[config.mk]
export PLATFORM = sky130hd
export DESIGN_NAME = fxp_div
export DESIGN_NICKNAME = d
export VERILOG_FILES = /design/src/rtl/fxp_div_pkg.sv /design/src/rtl/fxp_div_step.sv /design/src/rtl/fxp_div.sv
export SDC_FILE = /design/constraint.sdc
export NUM_CORES = 1
export LEC_CHECK = 0
export CORE_ASPECT_RATIO = 0.7
export CORE_MARGIN = 10
export CORE_UTILIZATION = 57
export CTS_CLUSTER_SIZE = 12
export DETAILED_ROUTE_END_ITERATION = 16
export PLACE_DENSITY = 0.79
export SLEW_MARGIN = 20
export SYNTH_ARGS = -nofsm -noshare
export SYNTH_HDL_FRONTEND = slang
export SYNTH_SLANG_ARGS = --single-unit
[constraint.sdc]
create_clock -name clk -period 7.6 [get_ports clk]
set_input_delay 1.14 -clock clk [delete_from_list [all_inputs] [get_ports clk]]
set_output_delay 1.14 -clock clk [all_outputs]
set_load 0.05 [all_outputs]
[src/rtl/fxp_div_pkg.sv]
// Shared fixed-point format for the filter datapath: default width, fraction bits
// and saturation limits common to the multiplier and divider.
package fxp_div_pkg;
  localparam int FXP_N    = 16;
  localparam int FXP_FRAC = 8;

  localparam logic [FXP_N-1:0] FXP_MAX = {1'b0, {(FXP_N-1){1'b1}}};
  localparam logic [FXP_N-1:0] FXP_MIN = {1'b1, {(FXP_N-1){1'b0}}};
endpackage

[src/rtl/fxp_div_step.sv]
// One restoring long-division step: shift the next dividend bit into the
// partial remainder and subtract |b| when it fits.
module fxp_div_step
  import fxp_div_pkg::*;
#(
  parameter int N    = FXP_N,
  parameter int FRAC = FXP_FRAC
) (
  input  logic [N-1:0]      i_rem,
  input  logic [N+FRAC-1:0] i_dvd,
  input  logic [N-1:0]      i_absb,
  output logic [N-1:0]      o_rem,
  output logic [N+FRAC-1:0] o_dvd,
  output logic              o_qbit
);
  logic [N:0] w_shift;
  logic       w_ge;

  // the remainder stays below |b| <= 2^(N-1), so N bits hold it between steps
  assign w_shift = {i_rem, i_dvd[N+FRAC-1]};
  assign w_ge    = (w_shift >= {1'b0, i_absb});
  assign o_rem   = w_ge ? N'(w_shift - {1'b0, i_absb}) : w_shift[N-1:0];
  assign o_dvd   = {i_dvd[N+FRAC-2:0], 1'b0};
  assign o_qbit  = w_ge;
endmodule

[src/rtl/fxp_div.sv]
// Sequential signed fixed-point divider y = a / b, one quotient bit per cycle,
// saturating, with valid/ready handshakes on both sides.
//  state  | meaning
//  S_IDLE | in_ready=1, waiting for operands
//  S_RUN  | one restoring step per cycle, N+FRAC cycles
//  S_FIN  | apply sign, saturation and divide-by-zero result
//  S_DONE | out_valid=1, result held until out_ready
module fxp_div
  import fxp_div_pkg::*;
#(
  parameter int N    = FXP_N,
  parameter int FRAC = FXP_FRAC
) (
  input  logic         clk,
  input  logic         rst_n,
  input  logic         in_valid,
  output logic         in_ready,
  input  logic [N-1:0] a,
  input  logic [N-1:0] b,
  output logic         out_valid,
  input  logic         out_ready,
  output logic [N-1:0] y,
  output logic         ovf,
  output logic         dbz
);
  localparam int QW = N + FRAC;
  localparam int CW = $clog2(QW + 1);

  localparam logic [N-1:0]  Y_MAX     = {1'b0, {(N-1){1'b1}}};
  localparam logic [N-1:0]  Y_MIN     = {1'b1, {(N-1){1'b0}}};
  localparam logic [QW-1:0] Q_POS_LIM = {{(FRAC+1){1'b0}}, {(N-1){1'b1}}};
  localparam logic [QW-1:0] Q_NEG_LIM = {{FRAC{1'b0}}, 1'b1, {(N-1){1'b0}}};

  typedef enum logic [1:0] {S_IDLE, S_RUN, S_FIN, S_DONE} state_t;

  state_t          r_state;
  logic            r_sign;
  logic            r_a_neg;
  logic            r_dbz;
  logic            r_ovf;
  logic [N-1:0]    r_y;
  logic [N-1:0]    r_absb;
  logic [N-1:0]    r_rem;
  logic [QW-1:0]   r_dvd;
  logic [QW-1:0]   r_q;
  logic [CW-1:0]   r_cnt;

  logic [N-1:0]    w_abs_a;
  logic [N-1:0]    w_abs_b;
  logic [N-1:0]    w_rem_nxt;
  logic [QW-1:0]   w_dvd_nxt;
  logic            w_qbit;

  // -(-2^(N-1)) wraps back to 2^(N-1), which is the correct unsigned magnitude
  assign w_abs_a = a[N-1] ? -a : a;
  assign w_abs_b = b[N-1] ? -b : b;

  fxp_div_step #(.N(N), .FRAC(FRAC)) u_step (
    .i_rem  (r_rem),
    .i_dvd  (r_dvd),
    .i_absb (r_absb),
    .o_rem  (w_rem_nxt),
    .o_dvd  (w_dvd_nxt),
    .o_qbit (w_qbit)
  );

  always_ff @(posedge clk or negedge rst_n) begin
    if (!rst_n) begin
      r_state <= S_IDLE;
      r_sign  <= 1'b0;
      r_a_neg <= 1'b0;
      r_dbz   <= 1'b0;
      r_ovf   <= 1'b0;
      r_y     <= '0;
      r_absb  <= '0;
      r_rem   <= '0;
      r_dvd   <= '0;
      r_q     <= '0;
      r_cnt   <= '0;
    end else begin
      case (r_state)
        S_IDLE: begin
          if (in_valid) begin
            r_sign  <= a[N-1] ^ b[N-1];
            r_a_neg <= a[N-1];
            r_absb  <= w_abs_b;
            r_dvd   <= {w_abs_a, {FRAC{1'b0}}};
            r_rem   <= '0;
            r_q     <= '0;
            r_cnt   <= CW'(QW);
            r_dbz   <= (b == '0);
            r_ovf   <= 1'b0;
            r_state <= S_RUN;
          end
        end
        S_RUN: begin
          r_rem <= w_rem_nxt;
          r_dvd <= w_dvd_nxt;
          r_q   <= {r_q[QW-2:0], w_qbit};
          r_cnt <= r_cnt - 1'b1;
          if (r_cnt == CW'(1)) r_state <= S_FIN;
        end
        S_FIN: begin
          // a zero divisor still runs the full step sequence; its quotient is discarded here
          if (r_dbz) begin
            r_y   <= r_a_neg ? Y_MIN : Y_MAX;
            r_ovf <= 1'b0;
          end else if (!r_sign) begin
            if (r_q > Q_POS_LIM) begin
              r_y   <= Y_MAX;
              r_ovf <= 1'b1;
            end else begin
              r_y   <= r_q[N-1:0];
              r_ovf <= 1'b0;
            end
          end else begin
            if (r_q > Q_NEG_LIM) begin
              r_y   <= Y_MIN;
              r_ovf <= 1'b1;
            end else begin
              r_y   <= -r_q[N-1:0];
              r_ovf <= 1'b0;
            end
          end
          r_state <= S_DONE;
        end
        S_DONE: begin
          if (out_ready) r_state <= S_IDLE;
        end
        default: r_state <= S_IDLE;
      endcase
    end
  end

  assign in_ready  = (r_state == S_IDLE);
  assign out_valid = (r_state == S_DONE);
  assign y         = r_y;
  assign ovf       = r_ovf;
  assign dbz       = r_dbz;
endmodule
Yosys cells after proc, flatten, opt, wreduce, memory -nomap -nowiden

Index checks and enable logic that the tools add are counted.

Add/subtract/negate cells: 5
Magnitude comparators: 3
Equal/unequal tests: 7
Multiplexer cells: 26
Bitwise logic cells: 1
Reductions and logical operators: 8

Operators with widths:

| cell                                                                   | count |
|---|---|
| 16-bit two-way mux                                                     | 9 |
| 24-bit case mux with 2 select lines                                    | 2 |
| 24-bit two-way mux                                                     | 2 |
| 16-bit negation                                                        | 3 |
| 16-bit case mux with 2 select lines                                    | 1 |
| 24-bit by 15-bit > comparator with 1-bit output, second input constant | 1 |
| 24-bit by 16-bit > comparator with 1-bit output, second input constant | 1 |
| 17-bit by 16-bit greater-or-equal comparator with 1-bit output         | 1 |
| 16-bit logical NOT                                                     | 1 |
| 16-bit subtractor                                                      | 1 |
| 5-bit case mux with 2 select lines                                     | 1 |
| 2-bit case mux with 4 select lines                                     | 1 |
| 2-bit two-way mux                                                      | 3 |
| 2-bit AND reduction                                                    | 3 |
| 5-bit by 1-bit equality test with 1-bit output, second input constant  | 1 |
| 1-bit two-way mux                                                      | 5 |
| 5-bit two-way mux                                                      | 1 |
| 5-bit by 1-bit subtractor with 5-bit output, second input constant     | 1 |
| 2-bit equality test, second input constant                             | 2 |
| 2-bit != test, second input constant                                   | 2 |
| 2-bit nonzero test                                                     | 2 |
| 3-bit AND reduction                                                    | 1 |
| 2-bit by 1-bit equality test with 1-bit output, second input constant  | 1 |
| 2-bit logical NOT                                                      | 1 |
| 3 further kinds                                                        | 3 |

Register bits after elaboration: 107
Bits of input ports: 36

Logic depth before layout (Yosys ltp)

Gate-level depths: netlist (run 1).

Depth after elaboration: 5
Mapped depth: 12
Depth with buffers taken out: 9

Cells and area by module

A second synthesis (run 1) with hierarchy kept.

Cell total of the unflattened synthesis: 734
Area total of the unflattened synthesis: 6713.9 um2

By module, submodules not included:

| module       | instances | cells an instance | area an instance (um2) | sequential area each (um2) |
|---|---|---|---|---|
| fxp_div      | 1         | 553               | 5358.9                 | 2677.6 |
| fxp_div_step | 1         | 181               | 1355.0                 | 0.0 |

Worst setup path before layout (run 1)

No wires, ideal clock.

Kind: input -> register
Start point: input port b[4]
End point: register r_absb[13]
Setup time: 132 ps
Arrival: 2540 ps
Required time: 7468 ps
Slack: 4928 ps
Stages on the path: 6
Buffers on the path: 0
Path through: nor4_1 -> nand2_1 -> or4_1 -> o31ai_1 -> xor2_1 -> o21ai_1

Word-level cells in the longest chain between the ends: 2

Ends and longest elaborated chain:

| what                 | RTL line      | RTL |
|---|---|---|
| from (decl)          | fxp_div.sv:19 | `input logic [N-1:0] b,` |
| 16-bit negation      | fxp_div.sv:56 | `assign w_abs_b = b[N-1] ? -b : b;` |
| 16-bit two-way mux   | fxp_div.sv:56 |  |
| to (signal assigned) | fxp_div.sv:86 | `r_absb <= w_abs_b;` |
| to (decl)            | fxp_div.sv:42 | `logic [N-1:0] r_absb;` |

Every way passes these cells.
A chain may end at the register's enable or synchronous reset.

Final worst setup path (run 1)

Start point: register r_absb[12]
End point: register r_rem[10]

Word-level cells in the longest chain between the ends: 3

Ends and longest elaborated chain:

| what                                                           | RTL line           | RTL |
|---|---|---|
| 17-bit by 16-bit greater-or-equal comparator with 1-bit output | fxp_div_step.sv:21 | `assign w_ge = (w_shift >= {1'b0, i_absb});` |
| 16-bit two-way mux                                             | fxp_div_step.sv:22 | `assign o_rem = w_ge ? N'(w_shift - {1'b0, i_absb}) : w_shift[N-1:0];` |
| 16-bit case mux with 2 select lines                            | fxp_div.sv:81      | `case (r_state)` |
| to (signal assigned)                                           | fxp_div.sv:97      | `r_rem <= w_rem_nxt;` |
| to (decl)                                                      | fxp_div.sv:43      | `logic [N-1:0] r_rem;` |

Every way passes these cells.

==> flow_summary_export.csv, run 1 <==
group,metric,value,unit
placement,gp_congestion,0.970,
clock_tree,cts.hold.buffers_added,0,
timing,setup_tns,0,ps
setup_path,rrSetupSlack,4320,ps
clock_tree,cts_tree,"built",
synth,synth-simple-area-share,17.4,%
synth,synth_seq_cells,99,
setup_path,end_kind,"flop",
placement,port_buffers,55,
die,start_util,57.8,%
drt,drt.antenna.violating_nets,0,
die,dieHeight,108,µm
timing,slew_viol_final,0,
synth,avgSynthCellArea,8.79,µm²
synth,synth-xor-area-share,4.87,%
synth,synth_most_common_cell,"nand2_1",
die,ioPinCount,56,
synth,synth_edf_count,0,
die,rows,32,
drt,first_pass_iters,5,
global_routing,grt_pass1_wl,26500,µm
timing,setup_viol,0,
setup_path,path_buf_inv,1,
synth,synth-seq-area-share,39.3,%
die,dieArea,0.0157,mm²
synth,ys_top_cells_by_area,"dfrtp_1, nand2_1, ha_1, o21ai_0, a21oi_1",
synth,synthFlopType,"dfrtp_1",
hold_path,hold_depth,2,
timing,fin_crit,3280,ps
synth,synth_fp_nets,779,
global_routing,grt_max_degree,60,
setup_path,critPathTopFamily,"compound AO/OA/AOI/OAI gates",
global_routing,grt_pass1_vias,5283,
setup_path,r2r_start,"r_absb[12]",
setup_path,cp_cell_sequence,"inv_1 > ha_1 > a21o_1 > a31o_1 > a21o_1 > a211o_1 > or2_1 > a221o_1",
timing,relSlewSlack,43.8,%
setup_path,crit_top_cell,"a21o_1",
synth,synthArstFlopShare,100,%
drt,first_iter_violations,436,
placement,dp_hpwl,11500,µm
clock_tree,cts_max_level,3,
synth,muxShareOfSynthArea,2.42,%
drt,vias,5546,
flow_run,drv_cap,0,
setup_path,cp-start-kind,"flop",
timing,skew,11.0,ps
setup_path,arrival,3490,ps
clock_tree,clock_path_buffers,2,
setup_path,critPathRequiredTime,7810,ps
synth,yosys.area.top_type_share,39.3,%
placement,placed_cells,883,
power_and_ir_drop,vdd_drop_max,178,µV
global_routing,grt_overflow,0,
timing,finalHoldViolCount,0,
drt,drc,0,
global_routing,antenna_found_initial,0,
hold_path,hold_class,"reg2reg",
setup_path,rr_worst_depth,8,
synth,synth_top_family_by_area,"compound AO/OA/AOI/OAI gates",
cells_and_area,layout-drive-gt1-share,4.30,%
die,die-width,146,µm
synth,synth_area_leader_cell,"dfrtp_1",
cells_and_area,fin_nets,803,
run_status,status,"complete, no violations",
clock_tree,insertion_delay,340,ps
synth,synth_compound_area_share,25.4,%
setup_path,max_stage_delay,590,ps
setup_path,cp_max_fo,19,
placement,place_ws,3840,ps
cells_and_area,areaGrowthSynthToFinish,14.0,%
timing,rsz0062_at_grt,"no",
clock_tree,clkSlewWorstSetupHoldPaths,70,ps
synth,synth_area,0.00630,mm²
power_and_ir_drop,p_total,0.00357,W
synth,syn_inst,717,
synth,synth_common_cells,"nand2_1, dfrtp_1, o21ai_0",
drt,routedWlPerCell,17.6,µm
clock_tree,cts_resized,0,
power_and_ir_drop,p_per_area,497,mW/mm²
hold_path,hold_start,"r_dvd[8]",
drt,postRouteWirelength,15800,µm
setup_path,r2r_end,"r_rem[10]",
synth,yosysUniqueCellTypes,63,
setup_path,cpMaxStageDelayCell,"or2_1",
timing,max_freq,305,MHz
timing,fin_crit_sh,43.1,%
die,core_area,0.0109,mm²
clock_tree,clock-sinks,99,
cells_and_area,antennaDiodeCount,0,
timing,worstMarginPinSlew,842,ps
drt,via_per_inst,6.18,
cells_and_area,final_cells,898,
setup_path,path_class,"reg2reg",
global_routing,grt.total_usage,20.0,%
synth,yosys.area_share.adder,5.28,%
synth,ys_warn_count,0,
hold_path,min_to,"r_dvd[8]",
power_and_ir_drop,p_leak,3.13,nW
clock_tree,post_cts_buffers,0,
clock_tree,root_buffer,"clkbuf_16",
clock_tree,cts_made_buffers,9,
timing,finalWorstSetupSlack,4320,ps
## per-stage QoR
stage	util (%)	hold slack, ps	cell area, µm²
floorplan	-	445	6300
global placement	63.1	459	6870
detailed placement	63.1	466	6870
CTS	65.9	482	7180
global route	65.9	515	7180
finish	65.9	482	7180
## cells by family after synthesis
group,count (synthesis)
buffers and inverters,82
AO/OA/AOI/OAI,230
multiplexers,15
adder cells (fa/ha/maj),26
XOR/XNOR,35
flip-flops,99
AND/OR/NAND/NOR,230
## worst register-to-register path, delay by kind of cell (launching register included)
family	cells	cell delay (ps)
AND/OR/NAND/NOR	1	600
buffers and inverters	1	70
adder cells (fa/ha/maj)	1	420
AO/OA/AOI/OAI	5	1640
flip-flops	1	420
## layout make-up
type                    instances  area [µm²]
inverters                      37         139
clock buffers                  13         250
repair buffers                 58         571
well taps                     153         191
flip-flops and latches         99        2480
clock inverters                 2        60.1
multi-input cells             536        3490
fillers                       882        3710
## where the power goes
part           internal, W  total (W)  switching (W)  leakage (nW)
combinational     0.000814    0.00214        0.00133          1.73
sequential        0.000743   0.000938       0.000195          1.26
clock             0.000296   0.000486       0.000190         0.150
## sequential cells by signal, summed over array words and instances, names as in the netlist
signal	flops
r_state	2
r_rem	16
y	16
r_q	24
r_absb	16
r_a_neg	1
r_dvd	16
r_cnt	5
dbz	1
r_sign	1
ovf	1
## layer usage
layer	GRT usage [%]	vias to the layer above	wire, µm
met2	30.4	205	6960
met3	4.01	19	1130
li1	-	2661	-
met4	4.60	0	171
met5	0	-	0
met1	29.1	2661	7510
## cell usage in the layout, fill, tap and decap left out, types with 18 or more instances in the layout
cell and n:
a21oi_1 37, inv_1 37, nand2_1 102, nor2_1 34, ha_1 25, clkdlybuf4s50_1 54, dfrtp_1 99, xnor2_1 18
o21ai_0 44, a22o_1 19
## worst max-delay path by stage
stage                     slack (ps)          to  startpoint  cells after the start
after floorplan                 4930  r_absb[13]        b[4]                      6
after global placement          3960   r_rem[15]    in_valid                      7
after detailed placement        3840    r_cnt[3]    in_valid                      6
after CTS                       4200   r_rem[15]    in_valid                      7
after global routing            4170   r_rem[10]  r_absb[12]                      8
final                           4320   r_rem[10]  r_absb[12]                      8
Note: power is estimated with default switching activity, not from simulation.
==> inputs of run 2 (changes only) <==
==> constraint.sdc (replaced) <==
create_clock -name clk -period 3.15 [get_ports clk]
set_input_delay 0.4725 -clock clk [delete_from_list [all_inputs] [get_ports clk]]
set_output_delay 0.4725 -clock clk [all_outputs]
set_load 0.05 [all_outputs]
==> run 2 against run 1 <==
Net effect:
- non-clock buffer count rose by 10
- clock power rose by 120%
- clock skew rose by 1.4 ps
- cell count rose by 1.1%
- routed wire length rose by 1.2%
- total power rose by 140%
- core utilization rose by 0.39 points
- highest routed layer unchanged
==> flow_summary_export.csv, run 2 (synthesis gave the netlist of run 1 again) <==
group,metric,value,unit
cells_and_area,antennaDiodeCount,0,
timing,finalHoldViolCount,0,
die,core_area,0.0109,mm²
clock_tree,clock-sinks,99,
placement,dp_hpwl,11800,µm
drt,first_iter_violations,455,
setup_path,cp-start-kind,"flop",
global_routing,grt_pass1_vias,5444,
power_and_ir_drop,p_per_area,1190,mW/mm²
drt,first_pass_iters,5,
setup_path,cp-startpoint,"r_rem[11]",
drt,via_per_inst,6.09,
clock_tree,cts_made_buffers,9,
setup_path,rr_worst_depth,7,
cells_and_area,register_area,0.00248,mm²
global_routing,grt_max_degree,82,
cells_and_area,nFillCells,855,
clock_tree,clock_path_buffers,2,
die,die-width,146,µm
drt,drt.antenna.violating_nets,0,
cells_and_area,largest_reg_flops,24,
clock_tree,cts_max_level,3,
timing,worstMarginPinSlew,823,ps
cells_and_area,fin_nets,813,
placement,gp_congestion,0.974,
flow_run,drv_cap,0,
run_status,status,"complete, no violations",
drt,vias,5532,
clock_tree,clkSlewWorstSetupHoldPaths,70,ps
global_routing,grt_pass1_wl,27100,µm
clock_tree,post_cts_buffers,0,
setup_path,cp_max_fo,14,
clock_tree,cts_tree,"built",
setup_path,r2r_start,"r_rem[11]",
global_routing,grt.total_usage,20.5,%
die,ioPinCount,56,
drt,routedWlPerCell,17.6,µm
timing,rsz0062_at_grt,"no",
setup_path,r2r_end,"r_rem[10]",
placement,port_buffers,55,
cells_and_area,areaGrowthSynthToFinish,14.7,%
timing,setup_tns,0,ps
die,rows,32,
setup_path,rrSetupSlack,260,ps
global_routing,grt_overflow,0,
setup_path,path_class,"reg2reg",
die,dieHeight,108,µm
timing,relSlewSlack,45.0,%
timing,hold_ws,151,ps
die,start_util,57.8,%
hold_path,hold_class,"in2async",
clock_tree,insertion_delay,350,ps
power_and_ir_drop,p_leak,3.16,nW
setup_path,end_kind,"flop",
timing,skew,12.4,ps
timing,fin_crit_sh,91.8,%
timing,fin_crit,2890,ps
die,dieArea,0.0157,mm²
clock_tree,cts.hold.buffers_added,0,
power_and_ir_drop,vdd_drop_max,464,µV
global_routing,antenna_found_initial,0,
cells_and_area,layout_common_cells,"nand2_1, dfrtp_1, clkdlybuf4s50_1, o21ai_0",
timing,slew_viol_final,0,
timing,setup_viol,0,
setup_path,critPathRequiredTime,3370,ps
drt,drc,0,
setup_path,arrival,3110,ps
cells_and_area,layout-drive-gt1-share,5.83,%
clock_tree,root_buffer,"clkbuf_16",
clock_tree,cts_resized,0,
cells_and_area,multi_input_area,0.00349,mm²
cells_and_area,layout.cells.most_common,"nand2_1",
drt,postRouteWirelength,16000,µm
timing,max_freq,346,MHz
cells_and_area,top_register,"r_q",
run 2: worst max path at each step:
stage	cells past startpoint	endpoint
6_report	7	r_rem[10]
5_1_grt	8	r_rem[10]
4_1_cts	7	r_rem[10]
3_5_place_dp	7	r_rem[10]
3_3_place_gp	8	r_rem[10]
2_1_floorplan	11	r_rem[15]
run 2: power breakdown:
part	leakage, nW	switching, W	total [W]	internal, W
clock network	0.131	0.000494	0.00105	0.000556
registers	1.26	0.000474	0.00226	0.00179
logic	1.78	0.00326	0.00531	0.00205
total	3.16	0.00423	0.00863	0.00440
run 2: critical path: stages, from the launching register on:
cell and delay (ps):
dfrtp_1 410, ha_1 420, a21o_1 250, a31o_1 260, a21o_1 160, a211o_1 300
or2_1 520, a221o_1 460
run 2: final cells by class:
cell class	instances	share of cell area [%]
Tap cell	153	2.65
Clock inverter	5	0.520
Multi-Input combinational cell	536	48.3
Inverter	37	1.92
Sequential cell	99	34.3
Timing Repair Buffer	68	8.99
Clock buffer	10	3.31
run 2: metrics by stage:
| step | setup slack (ps) | std cells | area (µm²) | total power [W] | utilization, % |
|---|---|---|---|---|---|
| floorplan | 699 | 717 | 6300 | 0.00619 | - |
| global placement | 421 | 893 | 6940 | 0.00728 | 63.8 |
| detailed placement | 317 | 893 | 6940 | 0.00748 | 63.8 |
| CTS | 289 | 908 | 7220 | 0.00856 | 66.3 |
| global route | 129 | 908 | 7220 | 0.00932 | 66.3 |
| finish | 259 | 908 | 7220 | 0.00863 | 66.3 |
run 2: layer usage:
metal / share of wire (%) / track usage (%) / vias up
met4: 1.2 / 4.89 / 0
met3: 8.0 / 6.14 / 20
met1: 48 / 28.8 / 2628
met2: 43 / 30.6 / 225
li1: - / - / 2659
met5: 0 / 0 / -
==> inputs of run 3 (changes only) <==
==> constraint.sdc (replaced) <==
create_clock -name clk -period 2.7 [get_ports clk]
set_input_delay 0.405 -clock clk [delete_from_list [all_inputs] [get_ports clk]]
set_output_delay 0.405 -clock clk [all_outputs]
set_load 0.05 [all_outputs]
==> run 3 against run 2 <==
Net effect:
- the run now ends with negative hold slack left
- global-route usage up 0.31 points
- die area stayed put
- sequential power is 16% higher
- routed wire length up 3.3%
- via count grew 3.0%
- clock skew shrank 3.8 ps
- non-clock buffer count grew 10
- setup slack worse by 59 ps
- clock-buffer cell count shrank 1
- sequential cell count unchanged
- clock power increased by 32%
==> flow_summary_export.csv, run 3 (synthesis gave the netlist of run 1 again) <==
group,metric,value,unit
timing,slew_viol_final,0,
clock_tree,clock_path_buffers,2,
timing,setup_viol,0,
power_and_ir_drop,p_leak,3.24,nW
drt,first_pass_iters,5,
setup_path,critPathRequiredTime,2940,ps
die,ioPinCount,56,
drt,first_iter_violations,569,
clock_tree,clkSlewWorstSetupHoldPaths,70,ps
drt,postRouteWirelength,16500,µm
clock_tree,clock-sinks,99,
die,dieArea,0.0157,mm²
global_routing,grt_overflow,0,
global_routing,grt_pass1_vias,5450,
clock_tree,cts_tree,"built",
hold_path,hold_class,"in2async",
clock_tree,insertion_delay,350,ps
cells_and_area,antennaDiodeCount,0,
clock_tree,cts_made_buffers,9,
die,dieHeight,108,µm
drt,drc,0,
drt,drt.antenna.violating_nets,0,
placement,placed_cells,903,
cells_and_area,layout.cells.most_common,"nand2_1",
timing,skew,8.64,ps
run_status,status,"finished, violations left",
cells_and_area,nFillCells,889,
timing,worstMarginPinSlew,843,ps
drt,routedWlPerCell,18.0,µm
die,rows,32,
die,core_area,0.0109,mm²
die,start_util,57.8,%
flow_run,drv_cap,0,
cells_and_area,multi_input_area,0.00349,mm²
timing,fin_crit,2500,ps
clock_tree,cts.hold.buffers_added,0,
cells_and_area,final_cells,918,
cells_and_area,fin_nets,823,
cells_and_area,largest_reg_flops,24,
cells_and_area,layout_common_cells,"nand2_1, dfrtp_1, clkdlybuf4s50_1, o21ai_0",
timing,fin_crit_sh,92.6,%
drt,via_per_inst,6.21,
drt,vias,5700,
cells_and_area,areaGrowthSynthToFinish,16.8,%
timing,setup_tns,0,ps
setup_path,rr_worst_depth,8,
cells_and_area,layout-drive-gt1-share,7.19,%
timing,relSlewSlack,43.7,%
clock_tree,root_buffer,"clkbuf_16",
setup_path,r2r_start,"r_absb[1]",
clock_tree,post_cts_buffers,0,
timing,finalHoldViolCount,21,
timing,rsz0062_at_grt,"no",
placement,port_buffers,55,
setup_path,arrival,2740,ps
setup_path,end_kind,"flop",
timing,hold_ws,-5.84,ps
global_routing,antenna_found_initial,0,
run_status,violations,"negative hold slack",
die,die-width,146,µm
power_and_ir_drop,vdd_drop_max,608,µV
cells_and_area,top_register,"r_q",
setup_path,cp_max_fo,8,
setup_path,rrSetupSlack,200,ps
global_routing,grt_pass1_wl,27400,µm
setup_path,cp-start-kind,"flop",
power_and_ir_drop,p_per_area,1410,mW/mm²
timing,max_freq,400,MHz
setup_path,r2r_end,"r_rem[10]",
setup_path,path_class,"reg2reg",
cells_and_area,utilization,67.6,%
clock_tree,cts_max_level,3,
cells_and_area,register_area,0.00248,mm²
placement,dp_hpwl,12100,µm
global_routing,grt.total_usage,20.8,%
placement,gp_congestion,0.932,
global_routing,grt_max_degree,50,
## run 3: changes by cell type in the layout (fill, tap and decap cells not counted), sizes merged
| cell | delta |
|---|---|
| bufinv | +2 |
| buf | +10 |
| clkinv | -1 |
| clkbuf | -1 |
## run 3: worst max-delay path by stage
stage,startpoint,end,slack [ps],depth (start not counted)
finish,r_absb[1],r_rem[10],200,8
global route,r_absb[1],r_rem[5],40,9
CTS,r_absb[1],r_rem[7],130,9
detailed placement,b[4],r_absb[13],130,7
global placement,r_absb[1],r_rem[10],250,8
floorplan,r_absb[1],r_rem[15],250,11
## run 3: final cells by class
type / instances / area share [%]
multi-input combinational: 536 / 47.5
clock buffer: 9 / 3.06
inverter: 37 / 1.89
timing repair buffer: 78 / 10.1
tap: 153 / 2.60
sequential: 99 / 33.7
clock inverter: 6 / 1.21
## run 3: report_power, final
group	internal [W]	switching [W]	leakage (nW)	total (W)
logic	0.00250	0.00386	1.83	0.00636
clock network	0.000809	0.000578	0.148	0.00139
registers	0.00209	0.000544	1.26	0.00263
total	0.00540	0.00499	3.24	0.0104
## run 3: through the flow
step	worst slack [ps]	area [µm²]	total power, W
after floorplan	249	6300	0.00722
after global placement	253	7040	0.00857
after detailed placement	125	7040	0.00884
after CTS	127	7360	0.0103
after global routing	42.5	7360	0.0111
final	200	7360	0.0104
## run 3: timing repair
action                                  CTS  global route
gates resized for setup                   0             1
endpoints found under the setup margin    0            10
endpoints found under the hold margin     0             0
## run 3: critical path, stage by stage, from the launching register on
cell	delay, ps
dfrtp_1	400
inv_1	60
ha_1	310
nor2b_1	170
o31ai_4	260
a21oi_1	160
o311a_1	400
or2_4	310
a221o_1	330
## run 3: layer usage
metal	share of wire (%)	vias up	track usage, %
met5	0	-	0
met4	1.3	0	5.11
met3	8.0	33	5.34
met2	46	250	33.0
met1	45	2732	28.1
li1	-	2685	-
